[src/rtl/wav_dfi_hs_pkg.sv]
// Shared violation ids, handshake FSM state types and helpers for the DFI
// handshake checker.
package wav_dfi_hs_pkg;

  localparam int NUM_VIOL = 14;

  localparam int V_LP_TIMEOUT        = 0;
  localparam int V_LP_ACK_NOREQ      = 1;
  // An ack still high after req has dropped is the same fault as an unrequested ack.
  localparam int V_LP_ACK_STUCK      = V_LP_ACK_NOREQ;
  localparam int V_LP_ACK_EARLY_DROP = 2;
  localparam int V_PU_REQ_WHILE_ACK  = 3;
  localparam int V_PU_TIMEOUT        = 4;
  localparam int V_PU_ACK_STUCK      = 5;
  localparam int V_PU_ACK_NOREQ      = 6;
  localparam int V_CU_ACK_NOREQ      = 7;
  localparam int V_PAIR_PU_PM        = 8;
  localparam int V_PAIR_INIT         = 9;
  localparam int V_PAIR_CU_PU        = 10;
  localparam int V_UPD_NOT_IDLE      = 11;
  localparam int V_LP_DATA_BUSY      = 12;
  localparam int V_LP_CTRL_BUSY      = 13;

  typedef enum logic [1:0] {LP_IDLE, LP_REQ, LP_ACKED, LP_DROP} lp_state_t;
  typedef enum logic [1:0] {PU_IDLE, PU_REQ, PU_ACKED} pu_state_t;

  function automatic logic [4:0] lowest_set(input logic [NUM_VIOL-1:0] v);
    logic [4:0] idx;
    idx = '0;
    for (int i = NUM_VIOL - 1; i >= 0; i--) begin
      if (v[i]) idx = 5'(i);
    end
    return idx;
  endfunction

endpackage

[src/rtl/wav_dfi_lp_hs_fsm.sv]
// Low-power req/ack handshake tracker; flags are combinational on the
// current inputs and are registered by the parent.
module wav_dfi_lp_hs_fsm
  import wav_dfi_hs_pkg::*;
#(
  parameter int TLP_RESP = 8
) (
  input  logic clock,
  input  logic reset,
  input  logic req,
  input  logic ack,
  output logic v_timeout,
  output logic v_ack_noreq,
  output logic v_ack_early_drop
);

  localparam int CW = $clog2(TLP_RESP + 2);
  localparam logic [CW-1:0] CNT_LIM = CW'(TLP_RESP);
  localparam logic [CW-1:0] CNT_SAT = CW'(TLP_RESP + 1);

  lp_state_t       state, state_nxt;
  logic [CW-1:0]   cnt, cnt_nxt;

  always_comb begin
    state_nxt        = state;
    cnt_nxt          = cnt;
    v_timeout        = 1'b0;
    v_ack_noreq      = 1'b0;
    v_ack_early_drop = 1'b0;
    unique case (state)
      LP_IDLE: begin
        if (req && ack) begin
          state_nxt = LP_ACKED;
        end else if (req) begin
          state_nxt = LP_REQ;
          cnt_nxt   = CW'(1);
        end else if (ack) begin
          v_ack_noreq = 1'b1;
        end
      end
      LP_REQ: begin
        if (ack) begin
          state_nxt = LP_ACKED;
        end else if (!req) begin
          state_nxt = LP_IDLE;
        end else begin
          // Counter parks one past the limit so the timeout fires only once.
          if (cnt == CNT_LIM) v_timeout = 1'b1;
          if (cnt != CNT_SAT) cnt_nxt = cnt + 1'b1;
        end
      end
      LP_ACKED: begin
        if (!req) begin
          state_nxt = LP_DROP;
        end else if (!ack) begin
          v_ack_early_drop = 1'b1;
          state_nxt        = LP_IDLE;
        end
      end
      LP_DROP: begin
        if (ack) v_ack_noreq = 1'b1;
        state_nxt = LP_IDLE;
      end
      default: state_nxt = LP_IDLE;
    endcase
  end

  always_ff @(posedge clock) begin
    if (reset) begin
      state <= LP_IDLE;
      cnt   <= '0;
    end else begin
      state <= state_nxt;
      cnt   <= cnt_nxt;
    end
  end

endmodule

[config.mk]
export PLATFORM = sky130hd
export DESIGN_NAME = wav_dfi_lp_hs_fsm
export DESIGN_NICKNAME = d
export VERILOG_FILES = /design/src/rtl/wav_dfi_hs_pkg.sv /design/src/rtl/wav_dfi_lp_hs_fsm.sv
export SDC_FILE = /design/constraint.sdc
export NUM_CORES = 1
export LEC_CHECK = 0
export BUFFER_PORTS_ARGS = -buffer_cell sky130_fd_sc_hd__buf_2
export CAP_MARGIN = 25
export CORE_AREA = 2 2 39 41
export CTS_CLUSTER_DIAMETER = 30
export DETAILED_ROUTE_END_ITERATION = 7
export DIE_AREA = 0 0 41 43
export SYNTH_ARGS = -nofsm -noshare
export SYNTH_HDL_FRONTEND = slang
export SYNTH_SLANG_ARGS = --single-unit
[constraint.sdc]
create_clock -name clock -period 2.1 [get_ports clock]
set_input_delay 0.21 -clock clock [delete_from_list [all_inputs] [get_ports clock]]
set_output_delay 0.21 -clock clock [all_outputs]
set_load 0.02 [all_outputs]
==> run metrics, run 1 <==
result of the run=completed; total routing resource utilization after global routing=0.122; initial standard-cell utilization of the core=0.373; setup clock skew after layout=4.83 ps; Post-Synthesis Cells=55; critical path startpoint category=flip-flop; Warnings, synthesis=0; number of gates resized after CTS=0; Post-Place Cell Area=566 µm²; final worst setup slack=338 ps; number of design rule violations left after detail routing=0; vias=412; Final Instance Area=588 µm²; deepest level of the CTS H-tree=1; # placed instances=77; io pins=7; largest net degree at the start of global routing=9; largest fanout on the critical path=8; Final Routed Wirelength=906 µm; Setup Buffers After CTS=0; number of distinct library cell variants in the gate-level netlist after synthesis=24; CTS tree=yes; part of the cycle the worst path needs=0.839; Max Clk Rate=0.568 GHz; root cell of the clock tree=sky130_fd_sc_hd__clkbuf_4; CP Data Required Time=2230 ps; sequential cell area fraction in the yosys report=0.233; unrepaired setup endpoints after global routing=false; count of input and output buffers=6; number of failing setup endpoints in the final timing report=0; number of nets in the finished design=79; antenna violations before repair=0; Skew-Pair Late Insertion Delay=240 ps; post-synthesis average cell area=9.37 µm²; worst slack, placed=357 ps; total clock buffers created by CTS=3; residual antenna-violating net count after detailed routing=0; wire length per cell after detailed routing=11.3 µm; post-synthesis to final-layout area growth=14.1%; number of global-route vias before repair=344; Tightest Pin Transition=342 ps; Vias per Instance=5.15; path type of the worst setup path=reg -> reg; number of fill cells=145; remaining max-slew budget at the tightest pin=0.771; utilization after layout=0.425; number of rows in the core area=14; Leakage=0.253 nW; peak supply drop=0.844 mV; slowest cell on the critical path=sky130_fd_sc_hd__dfxtp_1; most common cell after layout, fill and taps aside=sky130_fd_sc_hd__ha_1; wire length of the first global-routing pass=1450 µm; die boundary width=41 µm; Critical Path Max Stage Delay=400 ps; number of clock sinks seen by CTS=6; number of nets in the synthesized netlist=68; overall die height=43 µm; count of pins over their slew limit=0; CP top delay family=compound AO/OA/AOI/OAI gates; Sequential Area=120 µm²; number of maximum-capacitance constraint violations=0; clock-pin slew on the worst setup and hold paths=40 ps; floorplan die area=1760 µm²; hold buffers post-CTS=0; number of synthesized flops with an enable pin=0; classification of the worst-slack hold path=in -> reg; setup tns final=0 ps; async set-reset flop share out of synthesis=0; fin crit period=1760 ps; highest-count cells in the layout ignoring fill and taps=sky130_fd_sc_hd__ha_1, sky130_fd_sc_hd__inv_1, sky130_fd_sc_hd__dfxtp_1, sky130_fd_sc_hd__buf_2; post-synthesis register bit count=6; hold violation count in the final report=0; Antenna Diode Count=0; mapped cell area=515 µm²; Design Power=738 µW; proportion of layout cells with a drive suffix above 1=0.234; cells traversed along the worst timing path=inv_1 > ha_1 > and4b_1 > a211oi_4 > a21boi_0 > o21ai_1; Core Region=1380 µm²; arrival time reported for the critical path endpoint=1890 ps; dominant synthesized flop cell=sky130_fd_sc_hd__dfxtp_1; combined buffer and inverter count along the critical path=1; total power per unit cell area=1250 nW/µm²; detailed-routing iteration count for the pre-antenna-repair pass=4; deepest clock path buffer count=2; post-route non-filler standard cell count=80; global-route congestion overflow total=0; Iter 0 DRT Violations=4; final weighted congestion in routability-driven placement=0.818; tightest hold margin=224 ps; HPWL reported at the end of detailed placement=693 µm; combined area of the multi-input logic cells=373 µm²; Critical Path Sink Type=flip-flop
## kinds of logic (layout without fill, tap and decap cells)
| family | Yosys count | after routing | share of synthesized area |
|---|---|---|---|
| compound gates | 14 | 14 | 0.218 |
| fa+ha+maj | 9 | 9 | 0.218 |
| buf+inv | 6 | 15 | 0.0437 |
| flops | 6 | 6 | 0.233 |
| mux | 3 | 3 | 0.0874 |
| simple gates | 17 | 17 | 0.199 |
## final cells by class
cell class	instances	area share
multi-input cells	43	0.634
flip-flops and latches	6	0.204
repair buffers	6	0.0511
clock buffers	3	0.0383
inverters	6	0.0383
well taps	16	0.0340
## cells in the mapped netlist, types with 2 or more instances
cell type / n / area, µm²
sky130_fd_sc_hd__a21oi_1: 3 / 15.0
sky130_fd_sc_hd__nor3_1: 3 / 15.0
sky130_fd_sc_hd__mux2_2: 2 / 22.5
sky130_fd_sc_hd__dfxtp_1: 6 / 120
sky130_fd_sc_hd__nor2_1: 3 / 11.3
sky130_fd_sc_hd__ha_1: 9 / 113
sky130_fd_sc_hd__inv_1: 6 / 22.5
sky130_fd_sc_hd__nand3_1: 3 / 15.0
sky130_fd_sc_hd__nand2b_1: 3 / 18.8
sky130_fd_sc_hd__nand4b_1: 2 / 17.5
sky130_fd_sc_hd__nor3b_1: 2 / 15.0
## report_power, final
part / total (mW) / leakage [nW] / switching [mW] / internal [mW]
registers: 0.188 / 0.0491 / 0.0426 / 0.146
logic: 0.447 / 0.190 / 0.250 / 0.197
clock network: 0.103 / 0.0138 / 0.0381 / 0.0644
total: 0.738 / 0.253 / 0.331 / 0.407
## registers in the layout (all words and copies together) (netlist names)
register  count
state         2
cnt           4
## metal layers
layer / vias to the layer above / track usage / share of wire
met4: 0 / 0.0800 / 0.011
met3: 2 / 0.0314 / 0.055
li1: 219 / - / -
met2: 9 / 0.131 / 0.40
met1: 182 / 0.197 / 0.53
met5: - / 0 / 0
## final timing paths
path	slack, ps	cells after the start	startpoint	to
worst max-delay path	340	6	state[1]	cnt[3]
worst min-delay path	220	2	reset	cnt[2]
worst max register to register	340	6	state[1]	cnt[3]
worst min register to register	500	2	cnt[3]	cnt[3]
(Power assumes the default switching activity.)
==> run 2: changes to the inputs <==
- ABC_AREA: unset -> 1
- clock period: 2.1 -> 1.8 ns (I/O delays scaled with it)
==> run metrics, run 2 <==
post-synthesis to final-layout area growth=13.3%; Skew-Pair Late Insertion Delay=240 ps (about the same); top cells by count, synth=sky130_fd_sc_hd__nand2_1, sky130_fd_sc_hd__inv_1, sky130_fd_sc_hd__ha_1, sky130_fd_sc_hd__nand3_1; number of fill cells=164 (+13%); dominant cell type by area after synthesis=sky130_fd_sc_hd__dfxtp_1; Vias per Instance=4.73 (-8.1%); global-route congestion overflow total=0 (unchanged); unrepaired setup endpoints after global routing=false; CP endpoint=v_timeout; Post-Synthesis Cells=83 (+51%); Max Clk Rate=0.603 GHz; result of the run=completed; Synth top area share=0.221 (-0.0123); Post-Place Cell Area=594 µm² (+5.1%); proportion of layout cells with a drive suffix above 1=0.207 (-0.0279); antenna violations before repair=0 (unchanged); setup clock skew after layout=1.35 ps (-3.47 ps); number of clock sinks seen by CTS=6 (unchanged); most flop-heavy register=cnt; CP Data Required Time=1620 ps (-610 ps); dominant synthesized flop cell=sky130_fd_sc_hd__dfxtp_1; wire length of the first global-routing pass=1770 µm (+22%); remaining max-slew budget at the tightest pin=0.844 (+0.0723); number of distinct library cell variants in the gate-level netlist after synthesis=16 (-33%); number of maximum-capacitance constraint violations=0 (unchanged); highest-count cells in the layout ignoring fill and taps=sky130_fd_sc_hd__nand2_1, sky130_fd_sc_hd__inv_1, sky130_fd_sc_hd__nand3_1, sky130_fd_sc_hd__ha_1; async set-reset flop share out of synthesis=0 (unchanged); number of design rule violations left after detail routing=0 (unchanged); Setup Buffers After CTS=0 (unchanged); cells traversed along the worst timing path=inv_1 > ha_1 > nand3_1 > nor3b_1 > buf_2; io pins=7 (unchanged); number of synthesized flops with an enable pin=0 (unchanged); number of failing setup endpoints in the final timing report=0 (unchanged); Regs by FF count=cnt (4), state (2); Final Routed Wirelength=999 µm (+10%); number of gates resized after CTS=0 (unchanged); deepest clock path buffer count=2 (unchanged); most common cell after layout, fill and taps aside=sky130_fd_sc_hd__nand2_1; fin crit period=1660 ps; total clock buffers created by CTS=3 (unchanged); count of pins over their slew limit=0 (unchanged); number of global-route vias before repair=458 (+33%); deepest level of the CTS H-tree=1 (unchanged); initial standard-cell utilization of the core=0.393 (+0.0208); hold violation count in the final report=0 (unchanged); critical path startpoint category=flip-flop; floorplan die area=1760 µm² (unchanged); wire length per cell after detailed routing=9.25 µm (-18%); total stage count of the critical path=5 (-1); max FFs per register=4 (unchanged); vias=511 (+24%); Core Region=1380 µm² (unchanged); path type of the worst setup path=reg -> out; CTS tree=yes; Tightest Pin Transition=232 ps (-109 ps); Leakage=0.297 nW (+18%); Critical Path Sink Type=output pin; CP top delay family=buffers and inverters; number of nets in the finished design=107 (+35%); utilization after layout=0.446 (+0.0208); Iter 0 DRT Violations=12 (+8); setup tns final=0 ps (unchanged); tightest hold margin=142 ps (-82.5 ps); cell types with the largest area share after synthesis=sky130_fd_sc_hd__dfxtp_1, sky130_fd_sc_hd__ha_1, sky130_fd_sc_hd__nand2_1, sky130_fd_sc_hd__nand3_1, sky130_fd_sc_hd__inv_1; classification of the worst-slack hold path=in -> reg; post-synthesis average cell area=6.56 µm² (-30%); post-synthesis register bit count=6 (unchanged); peak supply drop=0.618 mV (-27%); Antenna Diode Count=0 (unchanged); hold buffers post-CTS=0 (unchanged); Crit Reg-Reg Endpoint=cnt[1]; worst slack, placed=408 ps (+51.3 ps); arrival time reported for the critical path endpoint=1480 ps (-410 ps); largest fanout on the critical path=6 (-2); combined buffer and inverter count along the critical path=2 (+1); timing startpoint of the critical path=state[1]; count of input and output buffers=6 (unchanged); slowest cell on the critical path=sky130_fd_sc_hd__dfxtp_1; Warnings, synthesis=0 (unchanged); post-route non-filler standard cell count=108 (+35%); Reg-to-Reg Start=state[1]; final weighted congestion in routability-driven placement=0.767 (-6.2%); HPWL reported at the end of detailed placement=824 µm (+19%); total routing resource utilization after global routing=0.144 (+0.0220); most frequent cell after synthesis=sky130_fd_sc_hd__nand2_1; number of rows in the core area=14 (unchanged); sequential cell area fraction in the yosys report=0.221 (-0.0123); overall die height=43 µm (unchanged); detailed-routing iteration count for the pre-antenna-repair pass=4 (unchanged); Final Instance Area=617 µm² (+4.9%); residual antenna-violating net count after detailed routing=0 (unchanged); root cell of the clock tree=sky130_fd_sc_hd__clkbuf_4; Critical Path Max Stage Delay=320 ps (-80 ps); R2R setup slack=410 ps (+70 ps); mapped cell area=544 µm² (+5.6%); largest net degree at the start of global routing=7 (-2); die boundary width=41 µm (unchanged); Design Power=911 µW (+23%); part of the cycle the worst path needs=0.922; r2r worst-path depth=8 (+2); clock-pin slew on the worst setup and hold paths=40 ps (about the same); number of nets in the synthesized netlist=96 (+41%); final worst setup slack=141 ps (-198 ps); total power per unit cell area=1480 nW/µm² (+18%); # placed instances=105 (+36%)
==> run 2: metal layers <==
metal	GRT usage	share of wire
met1	0.203	0.54
met2	0.194	0.43
met3	0.0314	0.024
met4	0.0800	0.0080
met5	0	0
==> run 2: power by group <==
part / total [mW] / switching [mW] / internal (mW)
Clock: 0.120 / 0.0446 / 0.0751
Sequential: 0.226 / 0.0470 / 0.179
Combinational: 0.565 / 0.352 / 0.214
==> run 2: worst min-delay path by stage <==
| stage | from | endpoint | slack [ps] | depth (start not counted) |
|---|---|---|---|---|
| floorplan | reset | cnt[1] | 250 | 1 |
| global placement | reset | cnt[1] | 390 | 2 |
| detailed placement | reset | cnt[1] | 390 | 2 |
| CTS | reset | cnt[1] | 130 | 2 |
| global route | reset | cnt[1] | 140 | 2 |
| finish | reset | cnt[1] | 140 | 2 |
==> run 2: logic make-up after synthesis <==
kind of cell | Yosys count | synth area share
buffers and inverters | 14 | 0.0966
adder cells (fa/ha/maj) | 9 | 0.207
AO/OA/AOI/OAI | 6 | 0.0667
flip-flops | 6 | 0.221
AND/OR/NAND/NOR | 48 | 0.409
==> run 2: layout make-up <==
cell class | count | area, µm² | share of cell area
timing repair buffer | 6 | 30.0 | 0.0487
clock buffer | 3 | 22.5 | 0.0365
sequential | 6 | 120 | 0.195
tap | 16 | 20.0 | 0.0325
inverter | 14 | 52.6 | 0.0852
multi-input combinational | 63 | 372 | 0.602
==> run 3: changes to the inputs <==
--- a/config.mk
+++ b/config.mk
@@ -6,5 +6,5 @@
 export NUM_CORES = 1
 export LEC_CHECK = 0
-export ABC_AREA = 1
+export ABC_AREA = 0
 export BUFFER_PORTS_ARGS = -buffer_cell sky130_fd_sc_hd__buf_2
 export CAP_MARGIN = 25
==> constraint.sdc (replaced) <==
create_clock -name clock -period 1.8 [get_ports clock]
set_input_delay 0.18 -clock clock [delete_from_list [all_inputs] [get_ports clock]]
set_output_delay 0.18 -clock clock [all_outputs]
set_load 0.05 [all_outputs]
==> run metrics, run 3 (same netlist as run 1, synthesis figures left out) <==
result of the run=completed; final weighted congestion in routability-driven placement=0.696 (-9.2%); io pins=7 (unchanged); most common cell after layout, fill and taps aside=sky130_fd_sc_hd__ha_1; setup clock skew after layout=3.24 ps (+1.89 ps); number of gates resized after CTS=0 (unchanged); cells traversed along the worst timing path=inv_1 > ha_1 > a21oi_1 > nor3b_2 > buf_2; part of the cycle the worst path needs=0.909 (-0.0125); classification of the worst-slack hold path=in -> reg; number of global-route vias before repair=387 (-16%); total routing resource utilization after global routing=0.128 (-0.0157); count of pins over their slew limit=0 (unchanged); number of maximum-capacitance constraint violations=0 (unchanged); Antenna Diode Count=0 (unchanged); total clock buffers created by CTS=3 (unchanged); die boundary width=41 µm (unchanged); largest net degree at the start of global routing=9 (+2); number of clock sinks seen by CTS=6 (unchanged); CTS tree=yes; residual antenna-violating net count after detailed routing=0 (unchanged); fin crit period=1640 ps (-22.5 ps); peak supply drop=0.482 mV (-22%); Skew-Pair Late Insertion Delay=240 ps (about the same); vias=415 (-19%); hold buffers post-CTS=0 (unchanged); number of failing setup endpoints in the final timing report=0 (unchanged); number of nets in the finished design=81 (-24%); overall die height=43 µm (unchanged); Tightest Pin Transition=343 ps (+111 ps); final worst setup slack=163 ps (+22.5 ps); total power per unit cell area=1530 nW/µm² (+3.4%); Regs by FF count=cnt (4), state (2); CP Data Required Time=1620 ps (about the same); initial standard-cell utilization of the core=0.373 (-0.0208); wire length of the first global-routing pass=1510 µm (-14%); deepest level of the CTS H-tree=1 (unchanged); remaining max-slew budget at the tightest pin=0.771 (-0.0732); Critical Path Sink Type=output pin; number of design rule violations left after detail routing=0 (unchanged); path type of the worst setup path=reg -> out; slowest cell on the critical path=sky130_fd_sc_hd__dfxtp_2; hold violation count in the final report=0 (unchanged); setup tns final=0 ps (unchanged); most flop-heavy register=cnt; antenna violations before repair=0 (unchanged); worst slack, placed=86.1 ps (-322 ps); unrepaired setup endpoints after global routing=false; post-synthesis to final-layout area growth=20.9%; critical path startpoint category=flip-flop; max FFs per register=4 (unchanged); root cell of the clock tree=sky130_fd_sc_hd__clkbuf_4; Final Routed Wirelength=927 µm (-7.2%); Setup Buffers After CTS=0 (unchanged); Critical Path Max Stage Delay=330 ps (about the same); Iter 0 DRT Violations=8 (-4); largest fanout on the critical path=5 (-1); clock-pin slew on the worst setup and hold paths=40 ps (about the same); Leakage=0.269 nW (-9.4%); Max Clk Rate=0.611 GHz (+1.4%); floorplan die area=1760 µm² (unchanged); wire length per cell after detailed routing=11.3 µm (+22%); Core Region=1380 µm² (unchanged); proportion of layout cells with a drive suffix above 1=0.333 (+0.127); arrival time reported for the critical path endpoint=1460 ps (-20 ps); number of rows in the core area=14 (unchanged); global-route congestion overflow total=0 (unchanged); deepest clock path buffer count=2 (unchanged); Vias per Instance=5.06 (+7.0%); HPWL reported at the end of detailed placement=761 µm (-7.7%); detailed-routing iteration count for the pre-antenna-repair pass=4 (unchanged); count of input and output buffers=6 (unchanged); highest-count cells in the layout ignoring fill and taps=sky130_fd_sc_hd__ha_1, sky130_fd_sc_hd__inv_1, sky130_fd_sc_hd__buf_2, sky130_fd_sc_hd__dfxtp_1
==> run 3: per-layer routing <==
metal | wire length [µm] | GRT usage
met1 | 464 | 0.169
met2 | 431 | 0.178
met3 | 31 | 0.0157
met4 | 0 | 0.100
met5 | 0 | 0
==> run 3: area by class of cell <==
type | instances | area, µm²
Tap cell | 16 | 20.0
Inverter | 6 | 22.5
Sequential cell | 6 | 121
Timing Repair Buffer | 8 | 45.0
Multi-Input combinational cell | 43 | 392
Clock buffer | 3 | 22.5
Fill cell | 140 | 761
==> run 3: final timing paths <==
check	to	slack, ps	depth (start not counted)	startpoint
max reg2reg	cnt[3]	180	6	state[1]
max	v_ack_noreq	160	5	state[0]
min reg2reg	cnt[3]	500	2	cnt[3]
min	cnt[2]	190	2	reset
==> run 3: worst max-delay path: cells and delay by family (launching register included) <==
| family | cells | cell delay [ps] |
|---|---|---|
| AND/OR/NAND/NOR | 1 | 140 |
| buffers and inverters | 2 | 370 |
| flip-flops | 1 | 330 |
| adder cells (fa/ha/maj) | 1 | 260 |
| AO/OA/AOI/OAI | 1 | 110 |
==> run 3: report_power, final <==
part,internal (mW),total (mW),leakage [nW],switching (mW)
Clock,0.0751,0.119,0.0138,0.0437
Combinational,0.272,0.622,0.206,0.350
Sequential,0.173,0.211,0.0494,0.0377
Total,0.520,0.951,0.269,0.431
==> run 3: stage by stage <==
stage                     power [mW]  instances   util  cell area, µm²  hold slack, ps
after detailed placement       0.823         79  0.430             596             435
after global placement         0.822         79  0.430             596             438
final                          0.951         82  0.450             623             189
after floorplan                0.680         55      -             531             249
after CTS                      0.953         82  0.447             618             176
after global routing            1.04         82  0.450             623             176
